`config.mk`:
```
export PLATFORM = sky130hd
export DESIGN_NAME = spi_reg_bridge
export DESIGN_NICKNAME = d
export VERILOG_FILES = /design/src/rtl/spi_reg_bridge.sv
export SDC_FILE = /design/constraint.sdc
export NUM_CORES = 1
export LEC_CHECK = 0
export BUFFER_PORTS_ARGS = -buffer_cell sky130_fd_sc_hd__buf_4
export CAP_MARGIN = 10
export CORE_MARGIN = 1
export CORE_UTILIZATION = 43
export CTS_CLUSTER_DIAMETER = 200
export CTS_CLUSTER_SIZE = 28
export DETAILED_ROUTE_END_ITERATION = 8
export PLACE_DENSITY = 0.77
export SLEW_MARGIN = 20
export SYNTH_ARGS = -nofsm -noshare
export SYNTH_HDL_FRONTEND = slang
export SYNTH_SLANG_ARGS = --single-unit
```
`constraint.sdc`:
```
create_clock -name clk -period 1.95 [get_ports clk]
set_clock_uncertainty 0.1 [all_clocks]
set_input_delay 0.195 -clock clk [delete_from_list [all_inputs] [get_ports clk]]
set_output_delay 0.195 -clock clk [all_outputs]
set_load 0.005 [all_outputs]
```
`src/rtl/spi_reg_bridge.sv`:
```
// spi_reg_bridge: SPI mode-0 slave, oversampled in clk, bridging a master to a bank of 8-bit registers
module spi_reg_bridge #(
    parameter int         NUM_REGS    = 16,
    parameter int         SYNC_STAGES = 2,
    parameter bit         AUTO_INC    = 1'b1,
    parameter logic [7:0] OOR_READ    = 8'hFF
) (
    input  logic                  clk,
    input  logic                  rst,
    input  logic                  sck,
    input  logic                  nCS,
    input  logic                  mosi,
    output logic                  miso,
    input  logic [NUM_REGS*8-1:0] rd_data,
    output logic                  wr_en,
    output logic [6:0]            wr_addr,
    output logic [7:0]            wr_data,
    output logic                  busy,
    output logic                  oor_err
);
    localparam logic [7:0] NREG = 8'(NUM_REGS);
    localparam logic [6:0] LAST = 7'(NUM_REGS - 1);

    typedef enum logic [1:0] {IDLE, CMD, DATA} state_t;

    state_t                 state;
    logic [SYNC_STAGES-1:0] sck_q, ncs_q, mosi_q;
    logic                   sck_p, ncs_p;
    logic [7:0]             rx_sr, tx_sr, rx_byte, rd_byte;
    logic [2:0]             bit_cnt;
    logic [6:0]             addr, addr_nxt;
    logic                   rw, done, active, rise, fall, in_rng;

    // nCS chain resets low so a reset taken mid-frame cannot fake a chip-select fall
    always_ff @(posedge clk or posedge rst) begin
        if (rst) begin
            sck_q  <= '0;
            ncs_q  <= '0;
            mosi_q <= '0;
            sck_p  <= 1'b0;
            ncs_p  <= 1'b0;
        end else begin
            sck_q  <= {sck_q[SYNC_STAGES-2:0], sck};
            ncs_q  <= {ncs_q[SYNC_STAGES-2:0], nCS};
            mosi_q <= {mosi_q[SYNC_STAGES-2:0], mosi};
            sck_p  <= sck_q[SYNC_STAGES-1];
            ncs_p  <= ncs_q[SYNC_STAGES-1];
        end
    end

    always_comb begin
        rise     = sck_q[SYNC_STAGES-1] & ~sck_p;
        fall     = ~sck_q[SYNC_STAGES-1] & sck_p;
        active   = ~ncs_q[SYNC_STAGES-1] & ((state != IDLE) | ncs_p);
        rx_byte  = {rx_sr[6:0], mosi_q[SYNC_STAGES-1]};
        in_rng   = {1'b0, addr} < NREG;
        rd_byte  = in_rng ? rd_data[8*addr +: 8] : OOR_READ;
        addr_nxt = !AUTO_INC ? addr : (in_rng && addr == LAST) ? 7'd0 : addr + 7'd1;
    end

    assign miso = tx_sr[7];
    assign busy = state != IDLE;

    always_ff @(posedge clk or posedge rst) begin
        if (rst) begin
            state   <= IDLE;
            bit_cnt <= '0;
            rx_sr   <= '0;
            tx_sr   <= '0;
            addr    <= '0;
            rw      <= 1'b0;
            done    <= 1'b0;
            wr_en   <= 1'b0;
            wr_addr <= '0;
            wr_data <= '0;
            oor_err <= 1'b0;
        end else begin
            wr_en <= 1'b0;
            if (!active) begin
                state   <= IDLE;
                bit_cnt <= '0;
                done    <= 1'b0;
                tx_sr   <= '0;
            end else begin
                if (state == IDLE)
                    state <= CMD;
                if (rise) begin
                    rx_sr   <= rx_byte;
                    bit_cnt <= bit_cnt + 3'd1;
                    done    <= bit_cnt == 3'd7;
                    if (bit_cnt == 3'd7 && state == DATA) begin
                        if (rw && in_rng) begin
                            wr_en   <= 1'b1;
                            wr_addr <= addr;
                            wr_data <= rx_byte;
                        end
                        if (rw && !in_rng)
                            oor_err <= 1'b1;
                        addr <= addr_nxt;
                    end else if (bit_cnt == 3'd7) begin
                        state <= DATA;
                        rw    <= rx_byte[7];
                        addr  <= rx_byte[6:0];
                        if ({1'b0, rx_byte[6:0]} >= NREG)
                            oor_err <= 1'b1;
                    end
                end
                // addr was already advanced at the completing rise, so the load reads the next register
                if (fall) begin
                    tx_sr <= done ? (rw ? 8'h00 : rd_byte) : {tx_sr[6:0], 1'b0};
                    done  <= 1'b0;
                end
            end
        end
    end
endmodule

```
==> results by group, run 1 <==
Floorplan
  – Die height: between 90 and 100 µm
  – Die Area: roughly 8000 µm²
  – Die extent in x: 90.3 µm
  – Initial Util: 45.3%
  – Cell Rows: 31
  – Core area: 7410 µm²
  – # IOs: 152

STA
  – Min Tclk post-route: around 1.9 ns
  – Fin crit share: between 90% and 100%
  – TNS Setup: 0 ns
  – Endpoints failing setup: 0
  – Slew Viols, Final: 0
  – Worst slew pin tran: 0.504 ns
  – Achievable frequency: approximately 530 MHz
  – Slew HR: 66.4%
  – Final worst setup slack: a little over 0.07 ns
  – Final Hold Fails: 0

Flow run
  – Max_cap viols: 0

Placed design
  – GPL Wtd Cong: about 0.9
  – Hpwl dp: between 8000 and 9000 µm
  – Port Buf Inserts: 151
  – Pre-CTS setup slack: -0.0543 ns
  – Cell area after placement: between 4000 and 5000 µm²

Setup path
  – Cells on worst reg2reg path: 5
  – Crit path largest cell delay: a little over 0.4 ns
  – Startpoint class of the critical path: flop
  – CP cell instances: ha_1 > ha_2 > and3b_2 > or4_4 > a31o_2
  – FF-to-FF End: oor_err$_DFFE_PP0P_
  – Crit path to: oor_err$_DFFE_PP0P_
  – Critical Path End Type: flop
  – Max Fanout on Critical Path: 4
  – R2R Setup Slk: roughly 0.072 ns
  – Slowest stage cell, crit path: or4_4
  – Worst path top cell family by delay: simple AND/OR/NAND/NOR gates
  – Setup crit start: bit_cnt[0]$_DFFE_PP0P_
  – Critical path buffers and inverters: 0
  – Reg2reg start: bit_cnt[0]$_DFFE_PP0P_
  – Req. time, crit path: 2.06 ns
  – WP depth: 5
  – Setup Crit Path Kind: reg -> reg
  – CP arrival: roughly 2.0 ns

Clock tree
  – Clock latency at the later pin of the worst-skew pair: 0.31 ns
  – CTS root buffer: clkbuf_8
  – Cts bufs inserted: 5
  – CTS Buffer Depth: 2
  – H-tree depth: 2
  – CTS tree: built
  – Clock Sinks: 54
  – Worst-path clk slew: approximately 0.09 ns

Layout
  – Fin nets: slightly below 600
  – Final instance area: 4950 µm²
  – Synth-to-Final Area Change: 47.7%
  – Layout cells sized above 1: a little over half
  – # diodes: 0
  – Fill cells: about 590

Routing
  – Wirelength, routed: around 10000 µm
  – Antenna-violating nets left: 0
  – Drt first pass iters: 5
  – WL per Instance: around 19 µm
  – Via/cell ratio: around 5.7
  – # DRC: 0
  – DR vias: 3204
  – DRT iter0 DRCs: about 290

Synthesis
  – Net count after synthesis: ~430
  – Flop and latch count out of synthesis: between 50 and 60
  – Post-synth top area cell: dfrtp_1
  – Ranking of synthesized cells by area: dfrtp_1, mux4_2, mux2i_1, mux2_2, mux2_4
  – Sequential share of the synthesized area: approximately two fifths
  – Ys async rst share: between 90% and 100%
  – Post-Synthesis Cells: between 200 and 300
  – Syn Area/Cell: about 11 µm²
  – Post-Syn Area: roughly 3400 µm²
  – EDFF count, synth: 0
  – Most frequent cell after synthesis: dfrtp_1
  – Main flop type after synthesis: dfrtp_1
  – YS warnings: 0
  – Synth top cells by count: dfrtp_1, mux2i_1, mux4_2
  – Top cell type's share of synthesized area: 40.3%
  – Distinct cells, synth: 48

Power and ir drop
  – Cell Pwr Density: approximately 490 nW/µm²
  – Leak pwr: 2.27 nW
  – Max VDD drop: 0.000291 V

Global route
  – First-pass GRT wire length: 16000 µm
  – GRT Util Overall: 25.2%
  – Number of global-route vias before repair: ~3200
  – Largest net degree at the start of global routing: 26
  – Total global routing overflow: 0
  – Initial antenna violation count: 0

Hold path
  – Worst hold start: rd_data[51]
  – Worst Hold Class: in -> reg

Outcome
  – Status: complete, no violations
## placed cells by master, fill, tap and decap left out, types with 3 or more instances in the layout
cell type / count
a21oi_1: 14
a22o_1: 8
and3_1: 3
buf_12: 3
buf_4: 172
clkbuf_8: 7
dfrtp_1: 50
dfrtp_2: 3
dlygate4sd3_1: 4
inv_1: 5
mux2_2: 12
mux2_4: 7
mux2i_1: 30
mux4_2: 18
nand2_1: 9
nand2b_1: 3
nand3_1: 3
nor2_1: 15
nor2b_1: 6
nor3b_1: 8
nor4_2: 6
o21ai_0: 12
o22ai_1: 14
## metrics by stage
| step | util, % | hold WS, ns | power [mW] | std cells |
|---|---|---|---|---|
| after floorplan | - | 0.126 | 1.43 | 296 |
| after global placement | 62.8 | 0.159 | 1.69 | 539 |
| after detailed placement | 62.8 | 0.167 | 1.71 | 539 |
| after CTS | 65.4 | 0.180 | 2.40 | 552 |
| after global routing | 66.9 | 0.269 | 2.51 | 558 |
| final | 66.9 | 0.216 | 2.41 | 558 |
## metal layers
| layer | vias to the layer above | part of all wire (%) | global-route usage [%] |
|---|---|---|---|
| met5 | - | 0 | 0 |
| met4 | 0 | 2.8 | 8.33 |
| met3 | 32 | 7.9 | 6.48 |
| met2 | 165 | 51 | 42.3 |
| met1 | 1550 | 39 | 31.7 |
| li1 | 1457 | - | - |
## registers in the layout, indices dropped and copies added (netlist names)
name	count
rx_sr	7
tx_sr	8
sck_p	1
state	2
ncs_p	1
wr_en	1
sck_q	2
mosi_q	2
rw	1
oor_err	1
wr_data	8
wr_addr	7
addr	7
ncs_q	2
done	1
bit_cnt	3
## power by group
part | total (mW) | leakage, nW | switching [mW] | internal [mW]
combinational | 0.463 | 1.49 | 0.150 | 0.314
clock | 0.692 | 0.0544 | 0.366 | 0.326
sequential | 1.25 | 0.719 | 0.0727 | 1.18
## logic make-up (layout without fill, tap and decap cells)
| kind of cell | count (synthesis) | after routing | synth area share (%) |
|---|---|---|---|
| xor gates and xnor gates | 1 | 1 | 0.261 |
| muxes | 67 | 67 | 28.2 |
| and+or+nand+nor | 74 | 75 | 13.1 |
| DFF | 54 | 54 | 40.3 |
| adders and majority gates | 3 | 3 | 1.12 |
| buffers and inverters | 33 | 195 | 4.66 |
| AOI/OAI and AO/OA | 64 | 64 | 12.4 |
## timing repair
item | in CTS | in global routing
hold endpoints to repair | 24 | 0
cloned | 1 | 1
pin swaps | 8 | 8
resized for setup | 5 | 15
hold buffers | 4 | 0
endpoints found under the setup margin | 4 | 19
buffers inserted | 0 | 5
## tightest hold or removal path, stage by stage
cell	delay [ns]
buf_4	0.07
mux2i_1	0.05
nor2_1	0.09
nor4_1	0.06
o22ai_1	0.11
## worst min-delay path by stage
stage	slack, ns	cells after the start	endpoint
CTS	0.18	5	tx_sr[7]$_DFFE_PP0P_
global route	0.27	0	mosi_q[1]$_DFF_PP0_
detailed placement	0.17	2	wr_addr[6]$_DFFE_PP0P_
global placement	0.16	2	wr_addr[4]$_DFFE_PP0P_
floorplan	0.13	0	mosi_q[0]$_DFF_PP0_
finish	0.22	5	tx_sr[3]$_DFFE_PP0P_
## area by class of cell
class	count	area (µm²)	area share, %
Multi-Input combinational cell	210	1920	38.7
Tap cell	99	124	2.50
Clock buffer	7	96.3	1.94
Inverter	6	22.5	0.455
Sequential cell	54	1360	27.4
Timing Repair Buffer	181	1430	28.8
Clock inverter	1	8.76	0.177
Power figures use the tool's default switching activity.
==> run 2, diff against run 1 <==
REMOVE_ABC_BUFFERS = 1   (was default)
==> results by group, run 2 (same netlist as run 1, synthesis figures left out) <==
Floorplan
  – Die Area: 8160 µm²
  – Die extent in x: 90.3 µm
  – Die height: roughly 90 µm
  – Initial Util: around 45%
  – Cell Rows: 31
  – Core area: roughly 7400 µm²
  – # IOs: roughly 150

Global route
  – Largest net degree at the start of global routing: 55
  – GRT Util Overall: about a quarter
  – Number of global-route vias before repair: between 3000 and 4000
  – Total global routing overflow: 0
  – Initial antenna violation count: 0
  – First-pass GRT wire length: around 16000 µm

STA
  – Final worst setup slack: -0.0480 ns
  – Achievable frequency: about 500 MHz
  – TNS Setup: -0.0720 ns
  – Fin crit share: 102%
  – Final Hold Fails: 0
  – Hold Slack: 0.238 ns
  – Min Tclk post-route: 2.00 ns
  – Worst slew pin tran: between 0.4 and 0.5 ns
  – Slew HR: roughly two thirds
  – RSZ-0062 raised after global routing: yes
  – Slew Viols, Final: 0
  – Endpoints failing setup: 2

Routing
  – DRT iter0 DRCs: about 160
  – WL per Instance: 18.5 µm
  – Drt first pass iters: 5
  – Antenna-violating nets left: 0
  – # DRC: 0
  – DR vias: ~3200
  – Wirelength, routed: a little over 10000 µm
  – Via/cell ratio: roughly 5.7

Layout
  – Synth-to-Final Area Change: 47.1%
  – Most frequent cells in the layout: buf_4, dfrtp_1, mux2i_1
  – Final core utilization: 66.6%
  – Layout cells sized above 1: 52.5%
  – Commonest non-fill, non-tap cell in the layout: buf_4
  – Fin nets: around 600
  – # diodes: 0
  – Largest registers: tx_sr (8), wr_data (8)

Flow run
  – Max_cap viols: 0

Clock tree
  – Worst-path clk slew: 0.11 ns
  – H-tree depth: 2
  – CTS tree: built
  – CTS root buffer: clkbuf_8
  – Clock latency at the later pin of the worst-skew pair: ~0.32 ns
  – CTS Buffer Depth: 2
  – Clock Sinks: between 50 and 60
  – Cts bufs inserted: 5

Hold path
  – Worst Hold Class: in -> reg

Outcome
  – Violated checks: setup timing
  – Status: finished with violations

Setup path
  – CP cell instances: buf_12 > mux4_2 > a22o_1 > nor4_2 > o22ai_1
  – Slowest stage cell, crit path: mux4_2
  – Startpoint class of the critical path: flop
  – Req. time, crit path: between 2 and 2.5 ns
  – Max Fanout on Critical Path: 14
  – CP arrival: 2.09 ns
  – Setup Crit Path Kind: reg -> reg
  – Critical Path End Type: flop
  – Crit path largest cell delay: 0.50 ns

Placed design
  – Hpwl dp: between 7000 and 8000 µm
  – Pre-CTS setup slack: -0.0259 ns
  – Port Buf Inserts: about 150
  – GPL Wtd Cong: ~0.90

Power and ir drop
  – Leak pwr: approximately 2.3 nW
  – Max VDD drop: 0.000410 V
  – Cell Pwr Density: around 480 nW/µm²
[run 2: cell types whose count changed in the layout (fill, tap and decap cells not counted), sizes merged]
cell    previous run  this run
buf              176       177
inv                6         7
clkbuf             8         5
clkinv             1         2
[run 2: power by group]
part	internal, mW	total (mW)	switching (mW)
clock network	0.267	0.668	0.401
registers	1.18	1.24	0.0638
logic	0.302	0.448	0.146
total	1.75	2.36	0.611
[run 2: routing by layer]
layer  GRT usage (%)  vias to the layer above  share of wire, %
met3            4.97                       19               6.4
met2            42.3                      133                49
met5               0                        -                 0
met4            5.65                        0               1.9
met1            34.1                     1560                43
li1                -                     1459                 -
[run 2: worst paths after layout]
check | from | end | slack, ns | cells past startpoint
setup / recovery | addr[2]$_DFFE_PP0P_ | tx_sr[6]$_DFFE_PP0P_ | -0.05 | 5
hold / removal | rd_data[49] | tx_sr[1]$_DFFE_PP0P_ | 0.24 | 5
setup reg to reg | addr[2]$_DFFE_PP0P_ | tx_sr[6]$_DFFE_PP0P_ | -0.05 | 5
hold reg to reg | sck_q[0]$_DFF_PP0_ | sck_q[1]$_DFF_PP0_ | 0.27 | 0
max in group asynchronous | rst | addr[3]$_DFFE_PP0P_ | 1.11 | 4
min in group asynchronous | rst | wr_data[7]$_DFFE_PP0P_ | 0.38 | 4
[run 2: cell type report]
| type | instances | area [µm²] |
|---|---|---|
| clock buffer | 5 | 68.8 |
| clock inverter | 3 | 28.8 |
| fill | 592 | 2470 |
| inverter | 6 | 22.5 |
| multi-input combinational | 210 | 1910 |
| sequential | 54 | 1360 |
| tap | 99 | 124 |
| timing repair buffer | 181 | 1430 |
[run 2: repair_timing]
action | CTS | global route
setup endpoints to repair | 6 | 22
pin swaps | 4 | 6
gates cloned | 0 | 1
gates resized for setup | 4 | 9
hold endpoints to repair | 57 | 0
buffers inserted | 0 | 7
hold buffers | 4 | 0
[run 2: metrics by stage]
step           total power [mW]  cells  area, µm²
6_report                   2.36    558       4930
5_1_grt                    2.47    558       4930
4_1_cts                    2.38    550       4820
3_5_place_dp               1.70    538       4660
3_3_place_gp               1.69    538       4660
2_1_floorplan              1.42    269       3220
[run 2: worst max-delay path, delay by kind of cell (launching register included)]
family / cells / cell delay [ns]
multiplexers: 1 / 0.50
buffers and inverters: 1 / 0.16
flip-flops: 1 / 0.40
AND/OR/NAND/NOR: 1 / 0.31
AO/OA/AOI/OAI: 2 / 0.40
==> run 3, diff against run 2 <==
CORE_UTILIZATION = 40   (was 43)
PLACE_DENSITY = 0.73   (was 0.77)
==> results by group, run 3 (same netlist as run 1, synthesis figures left out) <==
Routing
  – # DRC: 0
  – Via/cell ratio: between 5 and 6
  – Met3 WL: 557 µm
  – Antenna-violating nets left: 0
  – Drt first pass iters: 4
  – DR vias: around 3100
  – Met1 wire length: 4400 µm
  – WL per Instance: about 18 µm
  – DRT iter0 DRCs: 140
  – Highest routed layer: met4
  – Wirelength, routed: 10300 µm
  – Met2 wire length: roughly 5100 µm

Clock tree
  – CTS Buffer Depth: 2
  – CTS root buffer: clkbuf_8
  – Clock Sinks: 54
  – Clock latency at the later pin of the worst-skew pair: about 0.32 ns
  – Cts bufs inserted: 5
  – CTS tree: built
  – Worst-path clk slew: approximately 0.10 ns
  – H-tree depth: 2

Layout
  – Final instance area: 4950 µm²
  – # diodes: 0
  – Synth-to-Final Area Change: 47.6%
  – Fill cells: approximately 710
  – Most frequent cells in the layout: buf_4, dfrtp_1, mux2i_1
  – Layout cells sized above 1: 52.4%
  – Final core utilization: slightly above 60%
  – Largest registers: tx_sr (8), wr_data (8)
  – Commonest non-fill, non-tap cell in the layout: buf_4
  – Fin nets: slightly below 600

STA
  – Final worst setup slack: between 0.02 and 0.025 ns
  – Final Hold Fails: 0
  – Fin crit share: 98.7%
  – Min Tclk post-route: roughly 1.9 ns
  – Worst slew pin tran: around 0.44 ns
  – Slew Viols, Final: 0
  – Slew HR: between 70% and 80%
  – Endpoints failing setup: 0
  – Achievable frequency: 519 MHz
  – RSZ-0062 raised after global routing: yes

Setup path
  – Critical path buffers and inverters: 1
  – Crit path largest cell delay: 0.49 ns
  – Critical Path End Type: flop
  – Setup Crit Path Kind: reg -> reg
  – Startpoint class of the critical path: flop
  – Req. time, crit path: between 2 and 2.5 ns
  – R2R Setup Slk: roughly 0.025 ns
  – Slowest stage cell, crit path: mux4_2
  – Cells on worst reg2reg path: 5
  – CP arrival: 2.02 ns
  – CP cell instances: buf_12 > mux4_2 > a22o_1 > nor4_2 > o22ai_1
  – FF-to-FF End: tx_sr[3]$_DFFE_PP0P_
  – Max Fanout on Critical Path: 10
  – Worst path top cell family by delay: multiplexers
  – Reg2reg start: addr[2]$_DFFE_PP0P_

Outcome
  – Status: complete, no violations

Global route
  – First-pass GRT wire length: between 15000 and 20000 µm
  – Total global routing overflow: 0
  – Initial antenna violation count: 0
  – GRT Util Overall: about a quarter
  – Largest net degree at the start of global routing: between 50 and 60
  – Number of global-route vias before repair: around 3100

Floorplan
  – Die extent in x: 93.6 µm
  – Die height: roughly 94 µm
  – Cell Rows: 33
  – Core area: 8180 µm²
  – Die Area: 8760 µm²
  – # IOs: roughly 150
  – Initial Util: about two fifths

Placed design
  – Cell area after placement: between 4000 and 5000 µm²
  – Pre-CTS setup slack: -0.0966 ns
  – GPL Wtd Cong: approximately 0.97
  – Hpwl dp: roughly 8000 µm
  – Port Buf Inserts: roughly 150

Power and ir drop
  – Cell Pwr Density: around 500 nW/µm²
  – Leak pwr: between 2 and 2.5 nW
  – Max VDD drop: 0.000320 V

Hold path
  – Worst Hold Class: in -> reg
  – Min-Delay Path Depth: 5
  – Hold endpoint: tx_sr[2]$_DFFE_PP0P_
  – Worst hold start: rd_data[50]

Flow run
  – Max_cap viols: 0
[run 3: report_power, final]
group	internal, mW	switching [mW]
Combinational	0.302	0.148
Clock	0.391	0.397
Sequential	1.18	0.0619
Total	1.87	0.606
[run 3: repair_timing]
item                                    4_1_cts  5_1_grt
endpoints found under the hold margin        57        0
hold buffers                                  4        0
setup buffers                                 2        5
pin swaps                                     9        4
endpoints found under the setup margin        7       21
gates resized for setup                      10        8
[run 3: worst max path at each step]
stage                   startpoint                    to  cells past startpoint
2_1_floorplan  addr[3]$_DFFE_PP0P_  tx_sr[2]$_DFFE_PP0P_                      4
3_5_place_dp   addr[2]$_DFFE_PP0P_  tx_sr[5]$_DFFE_PP0P_                      5
3_3_place_gp   addr[2]$_DFFE_PP0P_  tx_sr[5]$_DFFE_PP0P_                      5
6_report       addr[2]$_DFFE_PP0P_  tx_sr[3]$_DFFE_PP0P_                      5
4_1_cts        addr[2]$_DFFE_PP0P_  tx_sr[7]$_DFFE_PP0P_                      5
5_1_grt        addr[2]$_DFFE_PP0P_  tx_sr[2]$_DFFE_PP0P_                      5
[run 3: final cells by class]
cell class / count / area [µm²] / area share, %
multi-input cells: 209 / 1890 / 38.2
flip-flops and latches: 54 / 1360 / 27.4
inverters: 6 / 22.5 / 0.455
clock inverters: 3 / 48.8 / 0.986
clock buffers: 5 / 68.8 / 1.39
repair buffers: 181 / 1430 / 28.9
well taps: 105 / 131 / 2.65
[run 3: worst min-delay path, stage by stage]
cell and delay (ns):
buf_4 0.08, mux2i_1 0.05, nor2_1 0.12, nor4_2 0.07, o22ai_1 0.09
[run 3: per-stage QoR]
step | instances | TNS [ns] | power, mW | hold WS [ns]
floorplan | 269 | -9.51 | 1.42 | 0.126
global placement | 544 | -0.0938 | 1.69 | 0.172
detailed placement | 544 | -0.393 | 1.70 | 0.176
CTS | 558 | -0.0381 | 2.49 | 0.221
global route | 563 | -0.144 | 2.58 | 0.269
finish | 563 | 0 | 2.48 | 0.237
[run 3: per-layer routing]
layer  GRT usage [%]  up-vias
met5               0        -
met4            7.05        0
met3            4.39       19
met2            40.1       96
met1            32.8     1515
li1                -     1449
